[src/rtl/sram_arb_pkg.sv]
// Shared types for the SRAM arbiter: FSM states and owner encodings.
package sram_arb_pkg;

  typedef enum logic [1:0] {
    IDLE = 2'd0,
    BUSY = 2'd1,
    DONE = 2'd2
  } arb_state_t;

  localparam logic [1:0] OWN_NONE = 2'd0;
  localparam logic [1:0] OWN_R    = 2'd1;
  localparam logic [1:0] OWN_V    = 2'd2;

endpackage

[src/rtl/sram_arb_pick.sv]
// Combinational grant selection between CPU and video strobes.
// SRAM_ARB_RR_EN selects round-robin on ties; otherwise the CPU always wins.
module sram_arb_pick
  import sram_arb_pkg::*;
(
  input  logic r_stb,
  input  logic v_stb,
  input  logic last_grant,   // 1: video was granted last
  output logic grant_r,
  output logic grant_v
);

`ifdef SRAM_ARB_RR_EN
  // Tie goes to whichever requester was not granted last.
  always_comb begin
    grant_r = 1'b0;
    grant_v = 1'b0;
    if (r_stb && v_stb) begin
      grant_r = last_grant;
      grant_v = ~last_grant;
    end else begin
      grant_r = r_stb;
      grant_v = v_stb;
    end
  end
`else
  logic unused_last_grant_s;
  assign unused_last_grant_s = last_grant;

  // Fixed priority: CPU beats video.
  always_comb begin
    grant_r = r_stb;
    grant_v = v_stb & ~r_stb;
  end
`endif

endmodule

[src/rtl/sram_arbiter.sv]
// Two-requester SRAM arbiter: one latched, fully handshaked transaction at a time.
// Tie policy set by SRAM_ARB_RR_EN (round-robin) or fixed CPU priority when undefined.
module sram_arbiter
  import sram_arb_pkg::*;
#(
  parameter int ADDR_W  = 20,
  parameter int DATA_W  = 48,
  parameter int TIMEOUT = 255
) (
  input  logic              clk_50mhz,
  input  logic              rst,
  input  logic              r_stb,
  input  logic              r_we,
  input  logic [ADDR_W-1:0] r_addr,
  input  logic [DATA_W-1:0] r_din,
  output logic [DATA_W-1:0] r_dout,
  output logic              r_ack,
  output logic              r_err,
  input  logic              v_stb,
  input  logic              v_we,
  input  logic [ADDR_W-1:0] v_addr,
  input  logic [DATA_W-1:0] v_din,
  output logic [DATA_W-1:0] v_dout,
  output logic              v_ack,
  output logic              v_err,
  output logic              m_stb,
  output logic              m_we,
  output logic [ADDR_W-1:0] m_addr,
  output logic [DATA_W-1:0] m_din,
  input  logic [DATA_W-1:0] m_dout,
  input  logic              m_ack,
  output logic [1:0]        owner,
  output logic              busy
);

  localparam int CNT_W = $clog2(TIMEOUT);
  localparam logic [CNT_W-1:0] TO_LAST = CNT_W'(TIMEOUT - 1);

  arb_state_t       state_r, state_next_s;
  logic [CNT_W-1:0] cnt_r;
  logic             grant_r_s, grant_v_s, last_grant_s, timeout_s, own_r_s;

  assign timeout_s = (cnt_r == TO_LAST);
  assign own_r_s   = (owner == OWN_R);

`ifdef SRAM_ARB_RR_EN
  logic last_grant_r;

  // Remember who was granted last; reset value makes the CPU win the first tie.
  always_ff @(posedge clk_50mhz or posedge rst) begin
    if (rst) begin
      last_grant_r <= 1'b1;
    end else if (state_r == IDLE && (grant_r_s || grant_v_s)) begin
      last_grant_r <= grant_v_s;
    end
  end

  assign last_grant_s = last_grant_r;
`else
  assign last_grant_s = 1'b1;
`endif

  sram_arb_pick u_pick (
    .r_stb      (r_stb),
    .v_stb      (v_stb),
    .last_grant (last_grant_s),
    .grant_r    (grant_r_s),
    .grant_v    (grant_v_s)
  );

  // State register.
  always_ff @(posedge clk_50mhz or posedge rst) begin
    if (rst) begin
      state_r <= IDLE;
    end else begin
      state_r <= state_next_s;
    end
  end

  // Next-state logic; m_ack is only looked at in BUSY.
  always_comb begin
    state_next_s = state_r;
    case (state_r)
      IDLE: begin
        if (grant_r_s || grant_v_s) state_next_s = BUSY;
        else                        state_next_s = IDLE;
      end
      BUSY: begin
        if (m_ack || timeout_s) state_next_s = DONE;
        else                    state_next_s = BUSY;
      end
      DONE:    state_next_s = IDLE;
      default: state_next_s = IDLE;
    endcase
  end

  // Registered datapath and handshake outputs, all moving with the state.
  always_ff @(posedge clk_50mhz or posedge rst) begin
    if (rst) begin
      m_stb  <= 1'b0;
      m_we   <= 1'b0;
      m_addr <= '0;
      m_din  <= '0;
      r_dout <= '0;
      v_dout <= '0;
      r_ack  <= 1'b0;
      v_ack  <= 1'b0;
      r_err  <= 1'b0;
      v_err  <= 1'b0;
      owner  <= OWN_NONE;
      busy   <= 1'b0;
      cnt_r  <= '0;
    end else begin
      case (state_r)
        IDLE: begin
          if (grant_r_s || grant_v_s) begin
            m_stb  <= 1'b1;
            m_we   <= grant_r_s ? r_we   : v_we;
            m_addr <= grant_r_s ? r_addr : v_addr;
            m_din  <= grant_r_s ? r_din  : v_din;
            owner  <= grant_r_s ? OWN_R  : OWN_V;
            busy   <= 1'b1;
            cnt_r  <= '0;
          end
        end
        BUSY: begin
          if (m_ack) begin
            m_stb <= 1'b0;
            if (own_r_s) r_dout <= m_dout;
            else         v_dout <= m_dout;
            r_ack <= own_r_s;
            v_ack <= ~own_r_s;
          end else if (timeout_s) begin
            // Abort: dout is left as it was, err rides along with ack.
            m_stb <= 1'b0;
            r_ack <= own_r_s;
            v_ack <= ~own_r_s;
            r_err <= own_r_s;
            v_err <= ~own_r_s;
          end else begin
            cnt_r <= cnt_r + CNT_W'(1);
          end
        end
        DONE: begin
          r_ack <= 1'b0;
          v_ack <= 1'b0;
          r_err <= 1'b0;
          v_err <= 1'b0;
          owner <= OWN_NONE;
          busy  <= 1'b0;
        end
        default: begin
          m_stb <= 1'b0;
          r_ack <= 1'b0;
          v_ack <= 1'b0;
          r_err <= 1'b0;
          v_err <= 1'b0;
          owner <= OWN_NONE;
          busy  <= 1'b0;
        end
      endcase
    end
  end

endmodule

[config.mk]
export PLATFORM = sky130hd
export DESIGN_NAME = sram_arbiter
export DESIGN_NICKNAME = d
export VERILOG_FILES = /design/src/rtl/sram_arb_pkg.sv /design/src/rtl/sram_arb_pick.sv /design/src/rtl/sram_arbiter.sv
export SDC_FILE = /design/constraint.sdc
export NUM_CORES = 1
export LEC_CHECK = 0
export BUFFER_PORTS_ARGS = -buffer_cell sky130_fd_sc_hd__buf_2
export CAP_MARGIN = 20
export CORE_AREA = 2 2 143 145
export DETAILED_ROUTE_END_ITERATION = 8
export DIE_AREA = 0 0 145 147
export PLACE_DENSITY = 0.73
export SYNTH_ARGS = -nofsm -noshare
export SYNTH_HDL_FRONTEND = slang
export SYNTH_SLANG_ARGS = --single-unit
[constraint.sdc]
create_clock -name clk_50mhz -period 6.6 [get_ports clk_50mhz]
set_input_delay 0.99 -clock clk_50mhz [delete_from_list [all_inputs] [get_ports clk_50mhz]]
set_output_delay 0.99 -clock clk_50mhz [all_outputs]
set_load 0.01 [all_outputs]
# ---- After elaboration in Yosys (flattened, before gate mapping)
# Index checks and enable logic that the tools add are counted.
dict set report totals {
  ff_bits 183
  in_bits 191
  output_inout_bits 173
}
dict set report op_classes {
  add_sub_neg 1
  n_eq_ne 9
  muxes 28
  n_bitwise 6
  reduce_logical 12
}
# op count
set op_table {}
lappend op_table {{48-bit 2-to-1 mux} 1}
lappend op_table {{8-bit 2-to-1 mux} 3}
lappend op_table {{20-bit 2-to-1 mux} 1}
lappend op_table {{8-bit one-hot mux with 2 select lines} 1}
lappend op_table {{3-bit AND reduction} 4}
lappend op_table {{1-bit 2-to-1 mux} 11}
lappend op_table {{1-bit one-hot mux with 2 select lines} 5}
lappend op_table {{8-bit by 1-bit adder with 8-bit output (second input constant)} 1}
lappend op_table {{8-bit equality test (second input constant)} 1}
lappend op_table {{2-bit inequality test (second input constant)} 4}
lappend op_table {{2-bit one-hot mux with 2 select lines} 2}
lappend op_table {{2-bit 2-to-1 mux} 3}
lappend op_table {{2-bit AND reduction} 3}
lappend op_table {{1-bit inverter} 5}
lappend op_table {{2-bit by 1-bit equality test with 1-bit output (second input constant)} 2}
lappend op_table {{4-bit AND reduction} 1}
lappend op_table {{3-bit inequality test (second input constant)} 1}
lappend op_table {{1-bit one-hot mux with 3 select lines} 1}
lappend op_table {{2-bit equality test (second input constant)} 1}
lappend op_table {{2-bit zero test} 1}
lappend op_table {{1-bit logical OR} 2}
lappend op_table {{2-bit nonzero test} 1}
lappend op_table {{1-bit bitwise AND} 1}

# ---- Depth between registers and ports, before layout
dict set report logic_depth {
  depth_word 5
  ltp_mapped 8
  depth_no_buf 6
}

# ---- By module
# From an unflattened synthesis, not the netlist that was laid out.
dict set report hier_totals {
  cells_unflattened 605
  hier_area_um2 7661.1
}
# module instances cells_each area_each_um2 seq_area_each_um2
set by_module_without_submodules {}
lappend by_module_without_submodules {sram_arbiter 1 603 7639.8 4579.4}
lappend by_module_without_submodules {sram_arb_pick 1 2 21.3 0.0}

# ---- Least setup slack after synthesis
# Ideal clock, no wire load.
dict set report synth_path {
  kind {input-to-reg}
  from {in r_stb}
  to {reg m_addr[0]}
  setup_time_ns 0.132
  arrival_ns 2.055
  required_ns 6.468
  setup_slack_ns 4.413
  cell_stages 8
  path_cell_list {buf_2 -> nor2_1 -> or3_1 -> buf_2 -> buf_6 -> buf_2 -> nand2_1 -> o21ai_1}
}
dict set report synth_via {
  elab_chain_cells 4
  elab_cells_between_ends 5
  classes_between {mux (1); bitwise (2); reduce/logical (2)}
}
# element line
set synth_lines {}
lappend synth_lines {{start: declaration} sram_arbiter.sv:12} ;# input logic r_stb,
lappend synth_lines {{1-bit inverter} sram_arb_pick.sv:33} ;# grant_v = v_stb & ~r_stb;
lappend synth_lines {{1-bit bitwise AND} sram_arb_pick.sv:33}
lappend synth_lines {{1-bit logical OR} sram_arbiter.sv:116} ;# if (grant_r_s || grant_v_s) begin
lappend synth_lines {{2-bit AND reduction (no line)} n/a}
lappend synth_lines {{end signal: assignment} sram_arbiter.sv:119} ;# m_addr <= grant_r_s ? r_addr : v_addr;
lappend synth_lines {{end: declaration} sram_arbiter.sv:28} ;# output logic [ADDR_W-1:0] m_addr,
# Parallel ways exist; a longest one is shown, timed or not.
# A chain may end at the register's enable or synchronous reset.

# ---- Worst setup path after layout
dict set report layout_path {
  from {in r_stb}
  to {reg m_addr[14]}
}
# The elaborated chain is that of the path after synthesis.

==> parameters.txt <==
Parameter                              Value

STA
  Final Setup Violations ... 0
  Final hold vios ... 0
  Max transition margin ... ~34%
  RSZ-0062 raised after global routing ... false
  Post-route setup TNS ... 0 ns
  Highest achievable clock rate ... 0.373 GHz
  Min cycle time layout ... 2.68 ns
  Ratio of final minimum period to clock period ... between 40% and 50%
  Worst Max-Slew Pin Slew ... ~0.98 ns
  Max-slew violation count ... 0
  Clock tree skew after final layout ... about 0.012 ns

Critical path
  Kind of end point of the critical path ... flop
  Launching element type of the critical path ... input port
  Data arrival at the endpoint of the critical path ... 2.94 ns
  Ordered list of cells on the worst path ... buf_4, nor2_1, or3_4, buf_4, o21ai_0
  Cell class contributing the biggest share of worst-path delay ... buffers and inverters
  Data required time of the worst path ... between 6 and 7 ns
  Slowest cell delay on critical path ... between 0.7 and 0.8 ns
  Largest fanout on the critical path ... 101
  CP bufs+invs ... 2
  Worst-path cell with the longest stage delay ... buf_4
  Most used cell along the critical path ... buf_4
  Critical path type ... input port to flop

Hold path
  Type of the tightest min-delay check ... flop to flop

Logic synthesis
  Cell area after synthesis ... roughly 7700 um2
  Number of distinct library cell variants in the gate-level netlist after synthesis ... 30
  Most instantiated flip-flop cell in the synthesis netlist ... dfrtp_1
  Dominant cell by count in the synthesized netlist ... dfrtp_1
  Total of warnings raised by yosys ... 0
  Share of flip-flops with an asynchronous set or reset after synthesis ... 100%
  Count of flip-flops with a built-in enable after synthesis ... 0
  Number of synthesized register bits ... between 150 and 200
  Share of Yosys cell area claimed by the top area cell type ... 59.8%
  Instance count of the mapped netlist ... 604
  Post-Synthesis Mean Instance Area ... 12.7 um2
  Most instantiated cells after synthesis ... 183 x dfrtp_1, 96 x mux2_2, 81 x nand2_1
  Leading post-synthesis cells by cell area ... dfrtp_1 60%, mux2_2 14%, mux2i_1 9.4%
  Share of synthesized area occupied by flip-flops and latches ... 59.8%
  Most area-hungry cell type in the Yosys netlist ... dfrtp_1
  Syn nets ... 797

Pwr
  P per Cell Area ... about 460 nW/um2
  Leak Pwr ... approximately 0.0052 uW
  Worst vdd rail ir drop ... between 0.00015 and 0.0002 V

Clocking
  Post-CTS clock slew at the launch and capture registers of the worst setup and hold paths ... 0.07 ns
  Post-CTS setup buffer count ... 0
  Number of clock buffers inserted by TritonCTS ... 17
  CTS Root Buffer Type ... clkbuf_16
  Max Root-Sink Buffers ... 2
  Number of H-tree levels ... 4
  Number of hold buffers added after cts ... 0
  Sinks on Clock Net ... 183
  CTS tree ... yes
  Resized Gates After CTS ... 0
  Worst-skew pair later-pin latency ... 0.42 ns

Routing
  Ratio of routed vias to standard cells ... 4.67
  Vias after detailed routing ... just under 6000
  Router iterations before antenna repair ... 4
  Number of remaining DRC errors ... 0
  DR WL/cell ... 14.6 um
  Total length of routed wires ... around 18000 um
  Post-route antenna net violation count ... 0
  Drt initial violations ... roughly 140

Layout
  Filler Cell Count ... approximately 1800
  Area used by multi-input combinational logic ... 2850 um2
  Layout overhead on the synthesized area ... 33.9%
  Post-Layout Cell Count ... 1236
  Layout cell share with drive strength beyond 1 ... between 50 and 60%
  ANT cells ... 0
  Number of nets in the layout ... 1146
  Register Area ... 4580 um2

Die
  Width of the die ... 145 um
  Starting density of the core ... 38.6%
  Num rows ... 52
  Core area ... 19800 um2
  Die area ... 21300 um2
  Number of top-level design ports ... 364
  DIE HEIGHT ... roughly 150 um

Job
  Total of max-cap violations ... 0

Placement
  Number of placed instances, taps included ... ~1200
  Detailed Place HPWL ... between 10000 and 15000 um
  Final weighted congestion of routability-driven global placement ... about 0.76
  Port-buffer cells ... about 360

Global route
  Number of global-route vias before repair ... a little under 6000
  Gr usage total ... 17.3%
  Antenna violations before repair ... 0
  Pin count of the biggest net entering global routing ... around 100
  Overflow left after global routing ... 0
  Wire length of the first global-routing pass ... between 20000 and 30000 um

Run status
  Outcome ... complete, no violations
-- stage by stage --
step / worst slack [ns] / hold WS, ns / area [um2] / power, uW / utilization (%)
after global placement: 3.53 / 0.458 / 9650 / 3700 / 48.6
after CTS: 3.90 / 0.480 / 10200 / 4780 / 51.6
after floorplan: 0.638 / 0.514 / 7650 / 3000 / -
final: 3.92 / 0.474 / 10200 / 4700 / 51.6
after global routing: 3.63 / 0.500 / 10200 / 5050 / 51.6
after detailed placement: 3.44 / 0.464 / 9650 / 3770 / 48.6
-- registers in the layout (all words and copies together), names as in the netlist, 2 cells and up --
signal and cells:
cnt_r 8, m_addr 20, owner 2, m_din 48, state_r 2, v_dout 48
r_dout 48
-- layout make-up --
cell class | count | share of cell area [%]
timing repair buffer | 368 | 18.1
inverter | 5 | 0.232
clock buffer | 18 | 4.19
sequential | 183 | 44.7
multi-input combinational | 378 | 27.8
tap | 270 | 3.30
clock inverter | 14 | 1.61
-- cell families (layout without fill, tap and decap cells) --
group	count (synthesis)	in the layout	synth area share, %
AOI/OAI and AO/OA	91	91	6.54
buffers and inverters	43	405	3.16
muxes	168	168	23.5
and+or+nand+nor	117	117	6.60
adders and majority gates	2	2	0.327
DFF	183	183	59.8
-- metal layers --
metal / up-vias / GRT usage (%) / wire, um
li1: 2807 / - / -
met1: 2715 / 21.2 / 7560
met2: 236 / 30.2 / 9100
met3: 15 / 4.13 / 1140
met4: 0 / 5.30 / 221
met5: - / 0 / 0
-- worst register-to-register path: stages (launching register included) --
cell and delay, ns:
dfrtp_1 0.57, or3_4 0.49, buf_4 0.72, o21ai_0 0.28
-- report_power, final --
part	internal, uW	switching [uW]	leakage [uW]
clock network	509	483	0.000280
logic	836	941	0.00271
registers	1660	271	0.00223
-- layout by cell type, fill, tap and decap left out, types with 3 or more instances in the layout --
cell type	instances
nand3_1	8
inv_8	3
mux2i_1	72
inv_1	4
or3_1	4
o21ai_0	35
nor2_1	10
clkinv_8	5
dfrtp_1	183
clkbuf_16	17
a31o_2	3
buf_2	362
buf_4	6
clkinv_4	3
mux2_2	96
o21ai_1	41
nand2_1	81
a21oi_1	5
-- final timing paths --
path | from | end | slack (ns) | depth (start not counted)
setup / recovery | r_stb | m_addr[14]$_DFFE_PP0N_ | 3.92 | 5
hold / removal | m_din[17]$_DFFE_PP0N_ | m_din[17]$_DFFE_PP0N_ | 0.47 | 2
setup reg to reg | state_r[1]$_DFF_PP0_ | m_addr[14]$_DFFE_PP0N_ | 4.38 | 3
hold reg to reg | m_din[17]$_DFFE_PP0N_ | m_din[17]$_DFFE_PP0N_ | 0.47 | 2
max in group asynchronous | rst | r_dout[46]$_DFFE_PP0P_ | 4.29 | 3
min in group asynchronous | rst | m_din[27]$_DFFE_PP0N_ | 0.77 | 2
No activity file was read; power rests on OpenSTA's default activity.
